--- config.mk ---
export PLATFORM = sky130hd
export DESIGN_NAME = elevator_scan_ctrl
export DESIGN_NICKNAME = d
export VERILOG_FILES = /design/src/rtl/elevator_pkg.sv /design/src/rtl/elevator_tick_gen.sv /design/src/rtl/elevator_scan_ctrl.sv
export SDC_FILE = /design/constraint.sdc
export NUM_CORES = 1
export LEC_CHECK = 0
export CORE_MARGIN = 10
export CORE_UTILIZATION = 58
export DETAILED_ROUTE_END_ITERATION = 10
export PLACE_DENSITY_LB_ADDON = 0.05
export SYNTH_ARGS = -nofsm -noshare
export SYNTH_HDL_FRONTEND = slang
export SYNTH_SLANG_ARGS = --single-unit
--- constraint.sdc ---
create_clock -name clk -period 7.17 [get_ports clk]
set_input_delay 1.0755 -clock clk [delete_from_list [all_inputs] [get_ports clk]]
set_output_delay 1.0755 -clock clk [all_outputs]
set_load 0.1 [all_outputs]
--- src/rtl/elevator_pkg.sv ---
// Shared types and floor-mask helpers for the SCAN elevator controller.
// Masks are sized for the largest supported car (16 floors); callers truncate.
package elevator_pkg;

  localparam int unsigned MAX_FLOORS  = 16;
  localparam int unsigned MAX_FLOOR_W = 4;

  typedef enum logic [1:0] {
    IDLE = 2'd0,
    MOVE = 2'd1,
    DOOR = 2'd2
  } state_e;

  // Floors strictly above the given floor.
  function automatic logic [MAX_FLOORS-1:0] above_mask(input logic [MAX_FLOOR_W-1:0] floor);
    logic [MAX_FLOORS-1:0] m;
    for (int i = 0; i < int'(MAX_FLOORS); i++) begin
      m[i] = (i > int'(floor));
    end
    return m;
  endfunction

  // Floors strictly below the given floor.
  function automatic logic [MAX_FLOORS-1:0] below_mask(input logic [MAX_FLOOR_W-1:0] floor);
    logic [MAX_FLOORS-1:0] m;
    for (int i = 0; i < int'(MAX_FLOORS); i++) begin
      m[i] = (i < int'(floor));
    end
    return m;
  endfunction

  function automatic logic [MAX_FLOORS-1:0] onehot_mask(input logic [MAX_FLOOR_W-1:0] floor);
    return MAX_FLOORS'(1) << floor;
  endfunction

endpackage

--- src/rtl/elevator_tick_gen.sv ---
// Free-running prescaler: one-cycle tick every TICK_DIV clocks, on the last count.
module elevator_tick_gen #(
  parameter int unsigned TICK_DIV = 4
) (
  input  logic clk,
  input  logic reset,
  output logic tick
);

  localparam int unsigned CNT_W = (TICK_DIV > 1) ? $clog2(TICK_DIV) : 1;
  localparam logic [CNT_W-1:0] CNT_LAST = CNT_W'(TICK_DIV - 1);

  logic [CNT_W-1:0] r_cnt;

  always_ff @(posedge clk or posedge reset) begin
    if (reset) begin
      r_cnt <= '0;
    end else if (r_cnt == CNT_LAST) begin
      r_cnt <= '0;
    end else begin
      r_cnt <= r_cnt + CNT_W'(1);
    end
  end

  assign tick = (r_cnt == CNT_LAST);

endmodule

--- src/rtl/elevator_scan_ctrl.sv ---
// N-floor collective (SCAN) elevator controller: latches calls, travels and
// dwells on prescaled ticks, and serves stops in the current sweep direction first.
module elevator_scan_ctrl
  import elevator_pkg::*;
#(
  parameter int unsigned NUM_FLOORS   = 8,
  parameter int unsigned FLOOR_W      = $clog2(NUM_FLOORS),
  parameter int unsigned TICK_DIV     = 4,
  parameter int unsigned TRAVEL_TICKS = 2,
  parameter int unsigned DOOR_TICKS   = 3
) (
  input  logic                  clk,
  input  logic                  reset,
  input  logic [NUM_FLOORS-1:0] call_in,
  input  logic                  door_hold,
  output logic [FLOOR_W-1:0]    cur_floor,
  output logic [NUM_FLOORS-1:0] floor_onehot,
  output logic [NUM_FLOORS-1:0] pending,
  output logic                  moving,
  output logic                  dir_up,
  output logic                  door_open,
  output logic                  arrive
);

  localparam int unsigned TRV_W = (TRAVEL_TICKS > 1) ? $clog2(TRAVEL_TICKS) : 1;
  localparam int unsigned DWL_W = (DOOR_TICKS > 1) ? $clog2(DOOR_TICKS) : 1;
  localparam logic [TRV_W-1:0] TRV_LAST = TRV_W'(TRAVEL_TICKS - 1);
  localparam logic [DWL_W-1:0] DWL_LAST = DWL_W'(DOOR_TICKS - 1);

  state_e                r_state;
  logic [FLOOR_W-1:0]    r_floor;
  logic [NUM_FLOORS-1:0] r_onehot;
  logic [NUM_FLOORS-1:0] r_pending;
  logic                  r_dir_up;
  logic                  r_moving;
  logic                  r_door_open;
  logic                  r_arrive;
  logic [TRV_W-1:0]      r_travel;
  logic [DWL_W-1:0]      r_dwell;

  state_e                w_state_nxt;
  logic [FLOOR_W-1:0]    w_floor_nxt;
  logic [NUM_FLOORS-1:0] w_pending_nxt;
  logic [NUM_FLOORS-1:0] w_served;
  logic                  w_dir_nxt;
  logic                  w_arrive_nxt;
  logic [TRV_W-1:0]      w_travel_nxt;
  logic [DWL_W-1:0]      w_dwell_nxt;
  logic                  w_tick;
  logic                  w_up_req;
  logic                  w_dn_req;
  logic                  w_ahead;
  logic [FLOOR_W-1:0]    w_step_floor;
  logic                  w_step_ahead;

  elevator_tick_gen #(
    .TICK_DIV (TICK_DIV)
  ) u_tick_gen (
    .clk   (clk),
    .reset (reset),
    .tick  (w_tick)
  );

  // Direction requests look only at registered pending calls.
  assign w_up_req = |(r_pending & NUM_FLOORS'(above_mask(MAX_FLOOR_W'(r_floor))));
  assign w_dn_req = |(r_pending & NUM_FLOORS'(below_mask(MAX_FLOOR_W'(r_floor))));
  assign w_ahead  = r_dir_up ? w_up_req : w_dn_req;

  // Floor the car would reach on the next step, and whether work remains beyond it.
  assign w_step_floor = r_dir_up ? (r_floor + FLOOR_W'(1)) : (r_floor - FLOOR_W'(1));
  assign w_step_ahead = r_dir_up ?
      |(r_pending & NUM_FLOORS'(above_mask(MAX_FLOOR_W'(w_step_floor)))) :
      |(r_pending & NUM_FLOORS'(below_mask(MAX_FLOOR_W'(w_step_floor))));

  always_comb begin
    w_state_nxt   = r_state;
    w_floor_nxt   = r_floor;
    w_dir_nxt     = r_dir_up;
    w_arrive_nxt  = 1'b0;
    w_travel_nxt  = r_travel;
    w_dwell_nxt   = r_dwell;
    w_served      = '0;
    w_pending_nxt = r_pending;

    case (r_state)
      IDLE: begin
        if (r_pending[r_floor]) begin
          w_state_nxt = DOOR;
          w_dwell_nxt = '0;
        end else if (w_up_req && (r_dir_up || !w_dn_req)) begin
          w_state_nxt  = MOVE;
          w_dir_nxt    = 1'b1;
          w_travel_nxt = '0;
        end else if (w_dn_req) begin
          w_state_nxt  = MOVE;
          w_dir_nxt    = 1'b0;
          w_travel_nxt = '0;
        end
      end

      MOVE: begin
        // Without work ahead the car never steps, which also keeps it inside the shaft.
        if (!w_ahead) begin
          w_state_nxt  = IDLE;
          w_travel_nxt = '0;
        end else if (w_tick) begin
          if (r_travel == TRV_LAST) begin
            w_travel_nxt = '0;
            w_floor_nxt  = w_step_floor;
            w_arrive_nxt = 1'b1;
            if (r_pending[w_step_floor]) begin
              w_state_nxt = DOOR;
              w_dwell_nxt = '0;
            end else if (!w_step_ahead) begin
              w_state_nxt = IDLE;
            end
          end else begin
            w_travel_nxt = r_travel + TRV_W'(1);
          end
        end
      end

      DOOR: begin
        if (call_in[r_floor] || door_hold) begin
          w_dwell_nxt = '0;
        end else if (w_tick) begin
          if (r_dwell == DWL_LAST) begin
            w_state_nxt = IDLE;
            w_dwell_nxt = '0;
          end else begin
            w_dwell_nxt = r_dwell + DWL_W'(1);
          end
        end
      end

      default: begin
        w_state_nxt = IDLE;
      end
    endcase

    // The floor being served wins over a same-cycle call to it.
    if ((r_state == DOOR) || (w_state_nxt == DOOR)) begin
      w_served = NUM_FLOORS'(onehot_mask(MAX_FLOOR_W'(w_floor_nxt)));
    end
    w_pending_nxt = (r_pending | call_in) & ~w_served;
  end

  always_ff @(posedge clk or posedge reset) begin
    if (reset) begin
      r_state     <= IDLE;
      r_floor     <= '0;
      r_onehot    <= NUM_FLOORS'(1);
      r_pending   <= '0;
      r_dir_up    <= 1'b1;
      r_moving    <= 1'b0;
      r_door_open <= 1'b0;
      r_arrive    <= 1'b0;
      r_travel    <= '0;
      r_dwell     <= '0;
    end else begin
      r_state     <= w_state_nxt;
      r_floor     <= w_floor_nxt;
      r_onehot    <= NUM_FLOORS'(onehot_mask(MAX_FLOOR_W'(w_floor_nxt)));
      r_pending   <= w_pending_nxt;
      r_dir_up    <= w_dir_nxt;
      r_moving    <= (w_state_nxt == MOVE);
      r_door_open <= (w_state_nxt == DOOR);
      r_arrive    <= w_arrive_nxt;
      r_travel    <= w_travel_nxt;
      r_dwell     <= w_dwell_nxt;
    end
  end

  assign cur_floor    = r_floor;
  assign floor_onehot = r_onehot;
  assign pending      = r_pending;
  assign moving       = r_moving;
  assign dir_up       = r_dir_up;
  assign door_open    = r_door_open;
  assign arrive       = r_arrive;

endmodule

# == Yosys cells after proc, flatten, opt, wreduce, memory -nomap -nowiden ==
# Cells that the tools add are included.
# classes
addsub,5
magnitude_cmp,30
n_eq_ne,15
shift,1
mux,48
bitwise,8
n_reduce_logical,16
# ops
op,n
2-bit two-way mux,20
8-bit OR reduction,4
8-bit bitwise AND,3
3-bit greater-than comparator (first input constant),8
3-bit < comparator (first input constant),6
8-bit by 7-bit bitwise AND with 8-bit output,2
1-bit two-way mux,16
3-bit two-way mux,5
2-bit by 3-bit greater-than comparator with 1-bit output (first input constant),4
1-bit by 3-bit < comparator with 1-bit output (first input constant),4
2-bit by 3-bit < comparator with 1-bit output (first input constant),4
2-bit one-hot mux with 3 select lines,2
2-bit != test (second input constant),5
1-bit binary-select mux with 3-bit select,3
2-bit equality test (second input constant),4
3-bit by 4-bit < comparator with 1-bit output (second input constant),2
8-bit two-way mux,1
8-bit inverter,1
8-bit OR,1
1-bit by 3-bit << shifter with 8-bit output (first input constant),1
7-bit AND reduction,1
1-bit by 3-bit greater-than comparator with 1-bit output (first input constant),2
3-bit by 2-bit != test with 1-bit output (second input constant),2
2-bit by 1-bit adder with 2-bit output (second input constant),2
16 further kinds,20
# word_totals
ff_bits,30
input_bits,11
output_inout_bits,23
word_cells,134

# == Longest topological paths before layout ==
# depth
depth_word,17
depth_mapped,12
depth_no_buf,10

# == Cells and area by module ==
# Synthesis repeated with hierarchy kept, for this count alone.
# unflattened
cells_unflattened,230
area_unflattened_um2,2127.0
# modules_own_cells
module,n_inst,cells_per_inst,area_per_inst_um2,seq_area_each_um2
elevator_scan_ctrl,1,225,2057.0,703.2
elevator_tick_gen,1,5,70.1,50.0

# == Worst setup path after synthesis ==
# Ideal clock, no wire load.
# synth_timing
path_type,reg-to-reg
from,"reg r_floor[0], in the netlist cur_floor[0]"
to,"reg r_onehot[0], in the netlist floor_onehot[0]"
setup_time_ps,67
arrival_time_ps,3153
t_required_ps,7103
slack_ps,3950
stages_incl_launch_ff,12
path_buffers,2
period_less_slack_ps,3220
path_cell_list,dfrtp_1 > inv_1 > ha_1 > nand2b_1 > a211o_1 > o2111ai_2 > o211a_1 > and2_4 > buf_6 > buf_8 > mux2_4 > nor2_1
# synth_between
elab_chain_len,7
elab_cells_between_ends,27
classes_between,add/sub: 2; order compare: 14; shift: 1; mux: 6; bitwise: 2; reduce/logical: 2
# synth_lines
item,line_no,text
start: declaration,elevator_scan_ctrl.sv:31,logic [FLOOR_W-1:0] r_floor;
start signal: assignment,elevator_scan_ctrl.sv:162,r_floor <= w_floor_nxt;
"1-bit by 3-bit < comparator with 1-bit output, or another cell as far along",elevator_pkg.sv:27,m[i] = (i < int'(floor));
"8-bit by 7-bit bitwise AND with 8-bit output, or another cell as far along",elevator_scan_ctrl.sv:66,assign w_dn_req = |(r_pending & NUM_FLOORS'(below_mask(MAX_FLOOR_W'(r_floor))));
"8-bit OR reduction, or another cell as far along",elevator_scan_ctrl.sv:66,
1-bit two-way mux / 3-bit two-way mux (equally long branches),"elevator_scan_ctrl.sv:67, elevator_scan_ctrl.sv:106",
3-bit two-way mux,elevator_scan_ctrl.sv:103,if (!w_ahead) begin
3-bit two-way mux (*),elevator_scan_ctrl.sv:85,case (r_state)
1-bit by 3-bit << shifter with 8-bit output (*),elevator_pkg.sv:33,return MAX_FLOORS'(1) << floor;
end signal: assignment,elevator_scan_ctrl.sv:163,r_onehot <= NUM_FLOORS'(onehot_mask(MAX_FLOOR_W'(w_floor_nxt)));
end: declaration,elevator_scan_ctrl.sv:32,logic [NUM_FLOORS-1:0] r_onehot;
# Mark *: on every way between the ends. The rest lies on a longest branch, timed or not.
# A chain may end at the register's enable or synchronous reset.

# == Final worst setup path ==
# layout_timing
from,"reg r_floor[0], in the netlist cur_floor[0]"
to,out cur_floor[0]
# layout_rtl
item,line_no,text
end: declaration,elevator_scan_ctrl.sv:16,"output logic [FLOOR_W-1:0] cur_floor,"
# No word-level cell between the ends.

==> flow_metrics.tcl <==
set metrics [dict create \
    status "finished, final reports clean" \
    grt_max_degree 31 \
    dpl_worst_slack_ps 3758 \
    power_density_nw_per_um2 342.0 \
    via_count 1944 \
    critical-path-top-delay-family "buffers and inverters" \
    worst_slack_ps 3601 \
    hold_depth 1 \
    cp_cell_sequence "clkdlybuf4s50_1" \
    drc 0 \
    crit_path_top_delay_cell "clkdlybuf4s50_1" \
    clock_latency_ps 340 \
    final_util_pct 72.05 \
    worst_slew_pin_slew_ps 1115 \
    peakVddDrop_mv 0.2705 \
    use_met2_pct 30.98 \
    max_freq_ghz 0.2802 \
    grt_pass1_wl_um 9321 \
    grt_overflow_total 0 \
    reg2regPathDepth 9 \
    worstSetupEndpointType "output port" \
    cts-root-buf "clkbuf_4" \
    mostFrequentLayoutCells "33 x clkdlybuf4s50_1, 28 x dfrtp_1, 27 x nor2_1" \
    cts_tree "done" \
    leakagePower_nw 1.027 \
    setup.worst_path.class "register to output port" \
    use_met3_pct 4.343 \
    wirelength_um 5535 \
    whs_ps 433.3 \
    met1_usage_pct 21.20 \
    busiest_layer "met2" \
    hold_viol 0 \
    hold_start "u_tick_gen.r_cnt[0]" \
    total_power_uw 841.7 \
    cp_num_cells 1 \
    viasPerCell 6.374 \
    synth_top_area_share_pct 33.43 \
    core_um2 3416 \
    arrival_ps 2490 \
    rsz0062_at_grt "false" \
    synth_area_leaders "dfrtp_1 33%, nor2_1 4.8%, ha_1 4.8%, o21ai_0 3.8%, nand2_1 3.8%" \
    track_usage_pct 18.01 \
    min_path_type "register to register" \
    hold_end "u_tick_gen.r_cnt[0]" \
    fin_area_um2 2461 \
    ys_types 56 \
    die_area_um2 6418 \
    timing.reg2reg.setup_slack_ps 3670 \
    cts_setup_buffers 0 \
    yosysSeqAreaShare_pct 35.94 \
    avgSynthCellArea_um2 9.192 \
    num_rows 21 \
    initial_core_util_pct 61.36 \
    final_common_cell "clkdlybuf4s50_1" \
    r2r-end "r_dwell[0]" \
    die_x_um 80.11 \
    setup_viol 0 \
    drive_above_1_share_pct 10.42 \
    finalClockSkew_ps 3.288 \
    pin_count 34 \
    grt_pass1_vias 1894 \
    nNetsFinal 277 \
    first_pass_iters 5 \
    finalNonFillerCells 305 \
    cp_max_fo 24 \
    ctsHtreeMaxLevel 2 \
    ys_ff_latch 30 \
    r2r-start "cur_floor[0]" \
    place_congestion 1.053 \
    cp.required_ps 6090 \
    hold_buffers 0 \
    wl_per_cell_um 18.15 \
    setup_tns_ps 0 \
    ys_warn_count 0 \
    cts_resized 0 \
    yosysTopAreaCell "dfrtp_1" \
    placed_cells 297 \
    antenna_found_initial 0 \
    syn_area_um2 2096 \
    start_kind "register" \
    max-slew-margin-rel_pct 25.56 \
    clkTransAtPathRegs_ps 100 \
    cts_buffer_depth 2 \
    period_needed_ps 3569 \
    crit_buf_inv 1 \
    maxSlewViolCount 0 \
    dpl_cell_area_um2 2410 \
    max_cap_viol_count 0 \
    min_period_over_period_pct 49.78 \
    drtIter0Drc 196 \
    syn_inst 228 \
    diodes 0 \
    dieHeight_um 80.11 \
    slowest_delay_ps 1280 \
    synth_nets 247 \
    synthToLayoutAreaGrowth_pct 17.43 \
    io_buffers 33 \
    antenna_left 0 \
    clock_sinks 30 \
    cts_made_buffers 5 \
    place_hpwl_um 4101 \
]
==> power breakdown <==
group,switching (mW),leakage [nW],internal (mW)
sequential,0.0557,0.359,0.202
combinational,0.326,0.635,0.157
clock,0.0636,0.0320,0.0373
==> Yosys cell counts (all sizes together) <==
| library cell | number |
|---|---|
| a21o | 4 |
| o21a | 1 |
| a221oi | 3 |
| o2111ai | 3 |
| nor2b | 1 |
| ha | 8 |
| o211ai | 2 |
| dfstp | 2 |
| xnor2 | 2 |
| nand4b | 2 |
| a2bb2oi | 2 |
| a211oi | 1 |
| xor2 | 1 |
| a311oi | 1 |
| o211a | 1 |
| a21boi | 1 |
| a21oi | 11 |
| buf | 7 |
| a32o | 2 |
| a211o | 1 |
| nor2 | 27 |
| a22oi | 2 |
| or3 | 2 |
| mux2 | 4 |
| and2 | 5 |
| o22a | 1 |
| o21bai | 3 |
| nand2 | 22 |
| a221o | 2 |
| inv | 12 |
| nor3 | 2 |
| o21ai | 17 |
| dfrtp | 28 |
| nand4 | 1 |
| nand3 | 6 |
| nand2b | 9 |
| nor3b | 1 |
| clkbuf | 3 |
| mux4 | 4 |
| or2 | 2 |
| nand3b | 1 |
| a31oi | 11 |
| mux2i | 6 |
| a2111oi | 1 |
==> layer usage <==
metal / up-vias / routed length (um)
li1: 890 / -
met1: 943 / 2197
met2: 102 / 2811
met3: 9 / 451
met4: 0 / 75
met5: - / 0
==> worst register-to-register path: stages, from the launching register on <==
cell and delay, ps:
dfrtp_1 870, inv_1 360, ha_1 340, xnor2_1 150
mux2i_1 600, and2_1 240, a2bb2oi_1 220, nand4_1 230
nand2_2 230, a31oi_1 130
==> state kept, by name (all words and copies together) (netlist names), 2 cells and up <==
name	count
pending	8
r_dwell	2
r_state	2
u_tick_gen.r_cnt	2
floor_onehot	8
cur_floor	3
==> how the worst max path moves through the flow <==
stage,startpoint,to,slack (ps)
CTS,cur_floor[0],cur_floor[0],3580
global route,cur_floor[0],pending[4],3440
finish,cur_floor[0],cur_floor[0],3600
floorplan,cur_floor[0],floor_onehot[0],3950
global placement,cur_floor[0],pending[3],3820
detailed placement,cur_floor[0],r_dwell[0],3760
==> cells by family (layout without fill, tap and decap cells) <==
family	count (synthesis)	in the layout	share of synthesized area (%)
simple gates	81	81	18.57
xor+xnor	3	3	1.254
mux	14	14	10.21
buf+inv	22	53	5.671
flops	30	30	35.94
fa+ha+maj	8	8	4.776
compound gates	70	70	23.58
==> cell type report <==
type	instances	area (um2)
tap	46	57.56
multi-input combinational	176	1224
sequential	30	753.2
clock inverter	2	10.01
timing repair buffer	33	330.3
inverter	12	45.04
fill	268	954.7
clock buffer	6	41.29
(Power assumes the default switching activity.)
